[src/rtl/exe_mem_pkg.sv]
// Shared definitions for the EXE->MEM skid stage: state encoding, default widths,
// the beat layout and a saturating counter helper.
package exe_mem_pkg;

   localparam logic [1:0] EMPTY = 2'd0;
   localparam logic [1:0] ONE   = 2'd1;
   localparam logic [1:0] FULL  = 2'd2;

   localparam int DEF_DATA_W = 32;
   localparam int DEF_RN_W   = 5;

   typedef struct packed {
      logic [DEF_DATA_W-1:0] alu;
      logic [DEF_DATA_W-1:0] b;
      logic [DEF_RN_W-1:0]   rn;
      logic                  wreg;
      logic                  m2reg;
      logic                  wmem;
   } beat_t;

   function automatic logic [31:0] sat_inc(input logic [31:0] cnt, input logic en);
      logic [31:0] nxt;
      if (en && (cnt != 32'hFFFF_FFFF)) begin
         nxt = cnt + 32'd1;
      end else begin
         nxt = cnt;
      end
      return nxt;
   endfunction

endpackage

[src/rtl/exe_mem_slot.sv]
// One beat-wide storage register with load enable and asynchronous clear;
// the skid stage uses two of these (main and skid entries).
module exe_mem_slot
   import exe_mem_pkg::*;
#(
   parameter int W = DEF_DATA_W
) (
   input  logic         clk,
   input  logic         clrn,
   input  logic         load,
   input  logic [W-1:0] d,
   output logic [W-1:0] q
);

   // Beat storage: cleared on reset, loaded only when the stage commits a transfer.
   always_ff @(posedge clk or negedge clrn) begin
      if (!clrn) begin
         q <= {W{1'b0}};
      end else if (load) begin
         q <= d;
      end
   end

endmodule

[src/rtl/exe_mem_skid_stage.sv]
// EXE->MEM pipeline boundary with valid/ready handshake, two-entry skid buffer and flush.
// Optional performance counters are enabled with `define EXE_MEM_PERF_EN.
module exe_mem_skid_stage
   import exe_mem_pkg::*;
#(
   parameter int DATA_W = DEF_DATA_W,
   parameter int RN_W   = DEF_RN_W
) (
   input  logic              clk,
   input  logic              clrn,
   input  logic              exe_valid,
   output logic              exe_ready,
   input  logic [DATA_W-1:0] exe_alu,
   input  logic [DATA_W-1:0] exe_b,
   input  logic [RN_W-1:0]   exe_rn,
   input  logic              exe_wreg,
   input  logic              exe_m2reg,
   input  logic              exe_wmem,
   input  logic              flush,
   output logic              mem_valid,
   input  logic              mem_ready,
   output logic [DATA_W-1:0] mem_alu,
   output logic [DATA_W-1:0] mem_b,
   output logic [RN_W-1:0]   mem_rn,
   output logic              mem_wreg,
   output logic              mem_m2reg,
   output logic              mem_wmem
`ifdef EXE_MEM_PERF_EN
   ,
   output logic [31:0]       perf_stall_cnt,
   output logic [31:0]       perf_flush_cnt
`endif
);

   localparam int W = 2 * DATA_W + RN_W + 3;

   logic [1:0]   state_r;
   logic [1:0]   state_nxt_s;
   logic         accept_s;
   logic         drain_s;
   logic         load_main_s;
   logic         load_skid_s;
   logic         main_from_skid_s;
   logic [W-1:0] in_beat_s;
   logic [W-1:0] main_d_s;
   logic [W-1:0] main_q_s;
   logic [W-1:0] skid_q_s;
   logic         main_wreg_s;
   logic         main_wmem_s;

   // Handshake flags come from the state register only, so stall never sees mem_ready.
   assign exe_ready = (state_r != FULL);
   assign mem_valid = (state_r != EMPTY);
   assign accept_s  = exe_valid & exe_ready;
   assign drain_s   = mem_valid & mem_ready;

   assign in_beat_s = {exe_alu, exe_b, exe_rn, exe_wreg, exe_m2reg, exe_wmem};
   assign main_d_s  = main_from_skid_s ? skid_q_s : in_beat_s;

   // Next-state and load-enable decode; flush empties the stage and drops any accept.
   always_comb begin
      state_nxt_s      = state_r;
      load_main_s      = 1'b0;
      load_skid_s      = 1'b0;
      main_from_skid_s = 1'b0;
      if (flush) begin
         state_nxt_s = EMPTY;
      end else begin
         case (state_r)
            EMPTY: begin
               if (accept_s) begin
                  state_nxt_s = ONE;
                  load_main_s = 1'b1;
               end else begin
                  state_nxt_s = EMPTY;
               end
            end
            ONE: begin
               if (accept_s && drain_s) begin
                  state_nxt_s = ONE;
                  load_main_s = 1'b1;
               end else if (accept_s) begin
                  state_nxt_s = FULL;
                  load_skid_s = 1'b1;
               end else if (drain_s) begin
                  state_nxt_s = EMPTY;
               end else begin
                  state_nxt_s = ONE;
               end
            end
            FULL: begin
               if (drain_s) begin
                  state_nxt_s      = ONE;
                  load_main_s      = 1'b1;
                  main_from_skid_s = 1'b1;
               end else begin
                  state_nxt_s = FULL;
               end
            end
            default: begin
               state_nxt_s = EMPTY;
            end
         endcase
      end
   end

   // Occupancy state register.
   always_ff @(posedge clk or negedge clrn) begin
      if (!clrn) begin
         state_r <= EMPTY;
      end else begin
         state_r <= state_nxt_s;
      end
   end

   exe_mem_slot #(.W(W)) u_main (
      .clk  (clk),
      .clrn (clrn),
      .load (load_main_s),
      .d    (main_d_s),
      .q    (main_q_s)
   );

   exe_mem_slot #(.W(W)) u_skid (
      .clk  (clk),
      .clrn (clrn),
      .load (load_skid_s),
      .d    (in_beat_s),
      .q    (skid_q_s)
   );

   assign {mem_alu, mem_b, mem_rn, main_wreg_s, mem_m2reg, main_wmem_s} = main_q_s;

   // Write enables are qualified so a stale head can never update the register file or memory.
   assign mem_wreg = main_wreg_s & mem_valid;
   assign mem_wmem = main_wmem_s & mem_valid;

`ifdef EXE_MEM_PERF_EN
   // Saturating stall and flush-of-live-data counters.
   always_ff @(posedge clk or negedge clrn) begin
      if (!clrn) begin
         perf_stall_cnt <= 32'd0;
         perf_flush_cnt <= 32'd0;
      end else begin
         perf_stall_cnt <= sat_inc(perf_stall_cnt, mem_valid & ~mem_ready);
         perf_flush_cnt <= sat_inc(perf_flush_cnt, flush & (state_r != EMPTY));
      end
   end
`endif

endmodule
[config.mk]
export PLATFORM = sky130hd
export DESIGN_NAME = exe_mem_skid_stage
export DESIGN_NICKNAME = d
export VERILOG_FILES = /design/src/rtl/exe_mem_pkg.sv /design/src/rtl/exe_mem_slot.sv /design/src/rtl/exe_mem_skid_stage.sv
export SDC_FILE = /design/constraint.sdc
export NUM_CORES = 1
export LEC_CHECK = 0
export BUFFER_PORTS_ARGS = -buffer_cell sky130_fd_sc_hd__buf_4
export CORE_UTILIZATION = 50
export DETAILED_ROUTE_END_ITERATION = 16
export HOLD_SLACK_MARGIN = 0.06
export PLACE_DENSITY = 0.78
export SYNTH_ARGS = -nofsm -noshare
export SYNTH_HDL_FRONTEND = slang
export SYNTH_SLANG_ARGS = --single-unit
[constraint.sdc]
create_clock -name clk -period 2 [get_ports clk]
set_input_delay 0.3 -clock clk [delete_from_list [all_inputs] [get_ports clk]]
set_output_delay 0.3 -clock clk [all_outputs]
set_load 0.01 [all_outputs]
==> results.toml, run 1 <==
[setup_path]
slowest_stage = "sky130_fd_sc_hd__dfrtp_2"
critical-path-max-stage-delay_ns = 0.44
critical_path.startpoint_type = "flip-flop"
critical_path.endpoint_type = "flip-flop"
path_common_cell = "sky130_fd_sc_hd__mux2_4"
worstPathCellList = "nand2b_4, and2_4, ha_4, mux2_4, a21o_4, clkbuf_16, mux2_4"
crit_fanout = 7
timing.setup.critical_path_class = "flip-flop to flip-flop"
required_time_at_the_endpoint_of_the_critical_path_ns = 2.29
timing.critical_path.arrival_ns = 2.35

[global_routing]
grt.overflow.total = 0
grt_start_max_net_pins = 45
grt_first_pass_wirelength_um = 21900
antenna_found_initial = 0
number_of_global_route_vias_before_repair = 4345
gr-usage-all-layers_pct = 19.4

[synth]
synth_cell_types = 17
synth_seq_area_share_pct = 50.8
post_synth.cell_area_avg_um2 = 15.1
synthesis.instances = 476
synthDominantAreaCellType = "sky130_fd_sc_hd__dfrtp_1"
netlist_top_cells_area = "sky130_fd_sc_hd__dfrtp_1 51%, sky130_fd_sc_hd__mux2_2 23%, sky130_fd_sc_hd__mux2_4 15%"
ys_async_sr_fraction_pct = 100
yosys-top-cells-count = "147 x sky130_fd_sc_hd__mux2_2, 146 x sky130_fd_sc_hd__dfrtp_1, 70 x sky130_fd_sc_hd__buf_4, 70 x sky130_fd_sc_hd__mux2_4, 15 x sky130_fd_sc_hd__buf_2"
ys_seq_elements = 146
synth_net_count = 555
most_common_flop_cell_mapped_by_yosys = "sky130_fd_sc_hd__dfrtp_1"
synth-warning-count = 0
synth_enable_flop_cells = 0
yosysTopAreaCellShare_pct = 50.8
syn_area_um2 = 7190
synthMostInstantiatedCell = "sky130_fd_sc_hd__mux2_2"

[die]
fp.dieArea_um2 = 14900
core_um2 = 13900
starting_density_of_the_core_pct = 51.6
floorplan.die.width_um = 122
num_io_pins = 151
core.rowCount = 43
die_h_um = 122

[clock_tree]
insertion_delay_ns = 0.42
cts-htree-levels = 4
ctsLongestPathBuffers = 2
cts.clk_slew.worst_paths_ns = 0.06
cts_made_buffers = 17
cts_tree = "yes"
tritoncts_num_sinks = 146
cts-root-buf = "sky130_fd_sc_hd__clkbuf_16"

[final_layout]
insertedDiodeCount = 0
drive_gt1_share_pct = 74.0
layout.filler_cells = 929
area.growth.synth_to_final_pct = 32.9
layout.nets = 674

[timing]
final_period_utilization_pct = 103
grt_setup_unrepaired = "yes"
maxClockFrequency_mhz = 486
setup_violations = 55
slew_violations = 0
timing.final.crit_period_ns = 2.06
timing.max_slew.rel_slack_pct = 73.2
fin_skew_ns = 0.0112
tightestPinTransition_ns = 0.402
finalWorstSetupSlack_ns = -0.0588
finalHoldWorstSlack_ns = 0.0893
timing.final.hold_violations = 0

[place]
dp_hpwl_um = 9470
dpl_worst_slack_ns = -0.111
gp_congestion = 0.752
placement.io_buffers = 150

[min_path]
min-delay-path-class = "input pin to flip-flop"

[routing]
wl_per_cell_um = 20.4
drt_first_pass_iters = 4
drt_wirelength_um = 16100
drc_errors = 0
drtAntennaViolNets = 0
dr_vias = 4139
vias_per_cell = 5.25
detail_route.iter0.violations = 133

[power_and_ir_drop]
vdd_drop_max_v = 0.000717
power_density_nw_per_um2 = 1130
p_leak_nw = 4.48
power_total_mw = 10.8

[outcome]
failing_checks = "setup timing"
run_status = "complete, but fails checks"

[job]
max_cap_viol_count = 0
-- power breakdown --
group          switching, mW  internal [mW]  total, mW
logic                  0.926           1.99       2.92
registers              0.569           3.89       4.45
clock network           1.20           2.19       3.38
total                   2.69           8.06       10.8
-- worst max-delay path: cells and delay by family (launching register included) --
| kind | cells | cell delay (ns) |
|---|---|---|
| multiplexers | 2 | 0.57 |
| AO/OA/AOI/OAI | 1 | 0.28 |
| buffers and inverters | 1 | 0.19 |
| flip-flops | 1 | 0.44 |
| adder cells (fa/ha/maj) | 1 | 0.15 |
| AND/OR/NAND/NOR | 2 | 0.30 |
-- final cells by class --
cell class | count | area (um^2) | area share [%]
Sequential cell | 146 | 3660 | 38.3
Multi-Input combinational cell | 235 | 3200 | 33.5
Inverter | 3 | 11.3 | 0.118
Clock buffer | 23 | 478 | 5.00
Clock inverter | 9 | 151 | 1.58
Tap cell | 180 | 225 | 2.36
Timing Repair Buffer | 192 | 1830 | 19.1
-- per-stage QoR --
step                utilization, %  instance area, um^2  cells  TNS [ns]
floorplan                        -                 7230    476     -1.01
global placement              58.9                 8200    734     -2.30
detailed placement            58.9                 8200    734     -6.37
CTS                           63.5                 8850    768    -0.201
global route                  68.6                 9550    788     -5.46
finish                        68.6                 9550    788     -2.19
-- state kept, by name (all words and copies together) (netlist names) --
name,count
u_skid.q,72
state_r,2
u_main.q,72
-- placed cells by master (no fill, tap or decap), types with 2 or more instances in the layout --
master / netlist / routed
sky130_fd_sc_hd__buf_12: 0 / 14
sky130_fd_sc_hd__mux2_2: 147 / 71
sky130_fd_sc_hd__nor2_1: 5 / 3
sky130_fd_sc_hd__dfrtp_1: 146 / 144
sky130_fd_sc_hd__nor2b_1: 2 / 2
sky130_fd_sc_hd__inv_1: 3 / 2
sky130_fd_sc_hd__clkbuf_1: 0 / 3
sky130_fd_sc_hd__buf_4: 70 / 155
sky130_fd_sc_hd__bufinv_16: 0 / 4
sky130_fd_sc_hd__clkinv_2: 0 / 3
sky130_fd_sc_hd__ha_4: 0 / 2
sky130_fd_sc_hd__clkbuf_16: 0 / 26
sky130_fd_sc_hd__clkbuf_8: 0 / 3
sky130_fd_sc_hd__dfrtp_2: 0 / 2
sky130_fd_sc_hd__buf_6: 8 / 12
sky130_fd_sc_hd__a21o_4: 0 / 2
sky130_fd_sc_hd__mux2_4: 70 / 146
-- layer usage --
| layer | vias to the layer above | part of all wire (%) | GRT usage (%) |
|---|---|---|---|
| li1 | 1841 | - | - |
| met3 | 11 | 6.0 | 7.02 |
| met4 | 0 | 0.71 | 6.40 |
| met2 | 124 | 50 | 31.3 |
| met5 | - | 0 | 0 |
| met1 | 2163 | 43 | 24.0 |
-- worst paths after layout --
kind / depth (start not counted) / startpoint / slack, ns / end
hold / removal: 2 / flush / 0.09 / state_r[0]
hold reg to reg: 1 / u_skid.q[53] / 0.50 / u_skid.q[53]
min in group asynchronous: 2 / clrn / 0.37 / u_skid.q[45]
max in group asynchronous: 3 / clrn / 0.97 / u_skid.q[7]
setup / recovery: 7 / state_r[0] / -0.06 / u_main.q[59]
setup reg to reg: 7 / state_r[0] / -0.06 / u_main.q[59]
-- cells by family after synthesis --
logic type,synth area share [%]
AO/OA/AOI/OAI,0.331
adder cells (fa/ha/maj),0.348
buffers and inverters,9.77
flip-flops,50.8
multiplexers,37.8
AND/OR/NAND/NOR,0.923
-- what timing repair did --
item / in CTS / in global routing
gates resized for setup: 2 / 93
hold buffers: 1 / 0
endpoints found under the hold margin: 38 / 0
setup buffers: 1 / 5
endpoints found under the setup margin: 95 / 143
pin swaps: 1 / 5
gates cloned: 0 / 16
(Power assumes the default switching activity.)
==> inputs of run 2 (changes only) <==
--- a/config.mk
+++ b/config.mk
@@ -7,7 +7,7 @@
 export LEC_CHECK = 0
-export BUFFER_PORTS_ARGS = -buffer_cell sky130_fd_sc_hd__buf_4
-export CORE_UTILIZATION = 50
+export CORE_UTILIZATION = 57
 export DETAILED_ROUTE_END_ITERATION = 16
+export DONT_BUFFER_PORTS = 1
 export HOLD_SLACK_MARGIN = 0.06
-export PLACE_DENSITY = 0.78
+export PLACE_DENSITY = 0.76
 export SYNTH_ARGS = -nofsm -noshare
==> constraint.sdc (replaced) <==
create_clock -name clk -period 2 [get_ports clk]
set_input_delay 0.4 -clock clk [delete_from_list [all_inputs] [get_ports clk]]
set_output_delay 0.4 -clock clk [all_outputs]
set_load 0.01 [all_outputs]
==> results.toml, run 2 (synthesized netlist as in run 1, its figures left out) <==
[outcome]
run_status = "complete, but fails checks"
failing_checks = "hold timing, setup timing"

[global_routing]
number_of_global_route_vias_before_repair = 3849
antenna_found_initial = 0
grt_start_max_net_pins = 147
grt.overflow.total = 0
gr-usage-all-layers_pct = 21.0
grt_first_pass_wirelength_um = 20700

[final_layout]
regArea_um2 = 3660
multiInputGateArea_um2 = 3050
insertedDiodeCount = 0
most_frequent_cells_in_the_layout = "144 x sky130_fd_sc_hd__dfrtp_1, 112 x sky130_fd_sc_hd__mux2_4, 105 x sky130_fd_sc_hd__mux2_2"
finalInstanceArea_um2 = 8180
layout.filler_cells = 807
drive_gt1_share_pct = 65.6
area.growth.synth_to_final_pct = 13.8
number_of_non_filler_instances_in_the_completed_layout = 621
reg_top3 = "u_main.q x72, u_skid.q x72, state_r x2"
layout.cells.most_common = "sky130_fd_sc_hd__dfrtp_1"
layout.nets = 519

[timing]
fin_skew_ns = 0.00862
slew_violations = 0
setup_violations = 71
finalHoldWorstSlack_ns = -0.320
maxClockFrequency_mhz = 483
tightestPinTransition_ns = 0.267
fin_tns_setup_ns = -3.35
timing.final.hold_violations = 146
timing.final.crit_period_ns = 2.07
final_period_utilization_pct = 104
timing.max_slew.rel_slack_pct = 82.1
grt_setup_unrepaired = "yes"
finalWorstSetupSlack_ns = -0.0708

[setup_path]
timing.setup.critical_path_class = "flip-flop to flip-flop"
timing.critical_path.arrival_ns = 2.36
critical_path.endpoint_type = "flip-flop"
required_time_at_the_endpoint_of_the_critical_path_ns = 2.29
number_of_cells_on_the_critical_path = 7
critical_path.top_delay_family = "multiplexers"
crit_fanout = 9
worstPathCellList = "nand2b_4, and2_4, ha_2, mux2_4, a21o_4, clkbuf_16, mux2_4"
critical_path.startpoint_type = "flip-flop"
path_common_cell = "sky130_fd_sc_hd__mux2_4"
slowest_stage = "sky130_fd_sc_hd__dfrtp_2"
critical-path-max-stage-delay_ns = 0.43
timing.reg2reg.worst_path_depth = 7
critPathBufInv = 1

[place]
placedCellCount = 572
placement.io_buffers = 0
dpl_cell_area_um2 = 7060
gp_congestion = 0.731
dp_hpwl_um = 8230
dpl_worst_slack_ns = -0.120

[clock_tree]
ctsLongestPathBuffers = 2
tritoncts_num_sinks = 146
cts-root-buf = "sky130_fd_sc_hd__clkbuf_16"
cts_made_buffers = 17
insertion_delay_ns = 0.42
cts-htree-levels = 4
cts.clk_slew.worst_paths_ns = 0.06
cts_tree = "yes"
cts_hold_buffers = 1

[die]
fp.dieArea_um2 = 13100
num_io_pins = 151
core.rowCount = 40
floorplan.die.width_um = 114
starting_density_of_the_core_pct = 59.1
core_um2 = 12200
die_h_um = 114

[min_path]
min-delay-path-class = "input pin to asynchronous set/reset pin"

[power_and_ir_drop]
power_total_mw = 9.86
power_density_nw_per_um2 = 1210
power.switching_fraction_pct = 24.8
seq_power_share_pct = 47.3
p_leak_nw = 3.62
net_sw_power_mw = 2.44
combPwrFrac_pct = 17.7
internal_pwr_total_mw = 7.42
vdd_drop_max_v = 0.000791
power.share.clock_pct = 35.0

[routing]
vias_per_cell = 5.61
drtAntennaViolNets = 0
detail_route.iter0.violations = 152
dr_vias = 3486
drt_first_pass_iters = 4
drt_wirelength_um = 13900
wl_per_cell_um = 22.3
drc_errors = 0

[job]
max_cap_viol_count = 0
==> run 2: changes by cell type in the layout (fill, tap and decap cells not counted), moves of 2 or more <==
cell,delta
sky130_fd_sc_hd__buf_16,+2
sky130_fd_sc_hd__buf_6,-12
sky130_fd_sc_hd__ha_4,-2
sky130_fd_sc_hd__buf_4,-141
sky130_fd_sc_hd__mux2_4,-34
sky130_fd_sc_hd__ha_2,+2
sky130_fd_sc_hd__clkbuf_1,-3
sky130_fd_sc_hd__mux2_2,+34
sky130_fd_sc_hd__clkinv_4,+2
sky130_fd_sc_hd__clkbuf_16,-3
==> run 2: worst register-to-register path, cell delays in order (launching register included) <==
cell,delay (ns)
sky130_fd_sc_hd__dfrtp_2,0.43
sky130_fd_sc_hd__nand2b_4,0.15
sky130_fd_sc_hd__and2_4,0.16
sky130_fd_sc_hd__ha_2,0.15
sky130_fd_sc_hd__mux2_4,0.27
sky130_fd_sc_hd__a21o_4,0.29
sky130_fd_sc_hd__clkbuf_16,0.20
sky130_fd_sc_hd__mux2_4,0.30
==> run 2: per-stage QoR <==
stage | hold WS (ns) | util, %
after CTS | -0.343 | 64.4
after global placement | 0.107 | 58.0
final | -0.320 | 67.3
after global routing | -0.353 | 67.3
after detailed placement | 0.107 | 58.0
after floorplan | 0.104 | -
==> run 2: final timing paths <==
kind	startpoint	endpoint	slack, ns
worst max register to register	state_r[0]	u_main.q[31]	-0.07
worst max-delay path	state_r[0]	u_main.q[31]	-0.07
worst min-delay path	clrn	u_skid.q[45]	-0.32
max in group asynchronous	clrn	state_r[1]	2.12
worst min register to register	u_skid.q[20]	u_skid.q[20]	0.50
min in group clk	exe_wmem	u_skid.q[0]	0.13
==> run 2: power groups by stage <==
stage | logic [mW] | registers (mW) | clock network, mW
floorplan | 2.03 | 4.24 | 0
global placement | 1.40 | 4.62 | 0
detailed placement | 1.48 | 4.67 | 0
CTS | 1.51 | 4.64 | 3.52
global route | 1.87 | 4.76 | 3.65
finish | 1.75 | 4.66 | 3.45
==> run 2: area by class of cell <==
type / instances / share of cell area, %
inverters: 3 / 0.138
well taps: 168 / 2.57
flip-flops and latches: 146 / 44.7
clock inverters: 11 / 2.11
clock buffers: 21 / 5.87
repair buffers: 37 / 7.34
multi-input cells: 235 / 37.3
==> run 2: per-layer routing <==
metal	vias to the layer above	part of all wire (%)	wire, um	global-route usage [%]
met2	113	49	6730	33.4
li1	1531	-	-	-
met1	1831	42	5840	25.2
met4	0	0.84	117	6.49
met5	-	0	0	0
met3	11	8.5	1180	10.2
==> run 2: what timing repair did <==
| item | CTS | global route |
|---|---|---|
| buffers inserted | 4 | 4 |
| resized for setup | 4 | 46 |
| cloned | 2 | 7 |
| endpoints found under the setup margin | 141 | 142 |
| pin swaps | 2 | 3 |
| endpoints found under the hold margin | 147 | 146 |
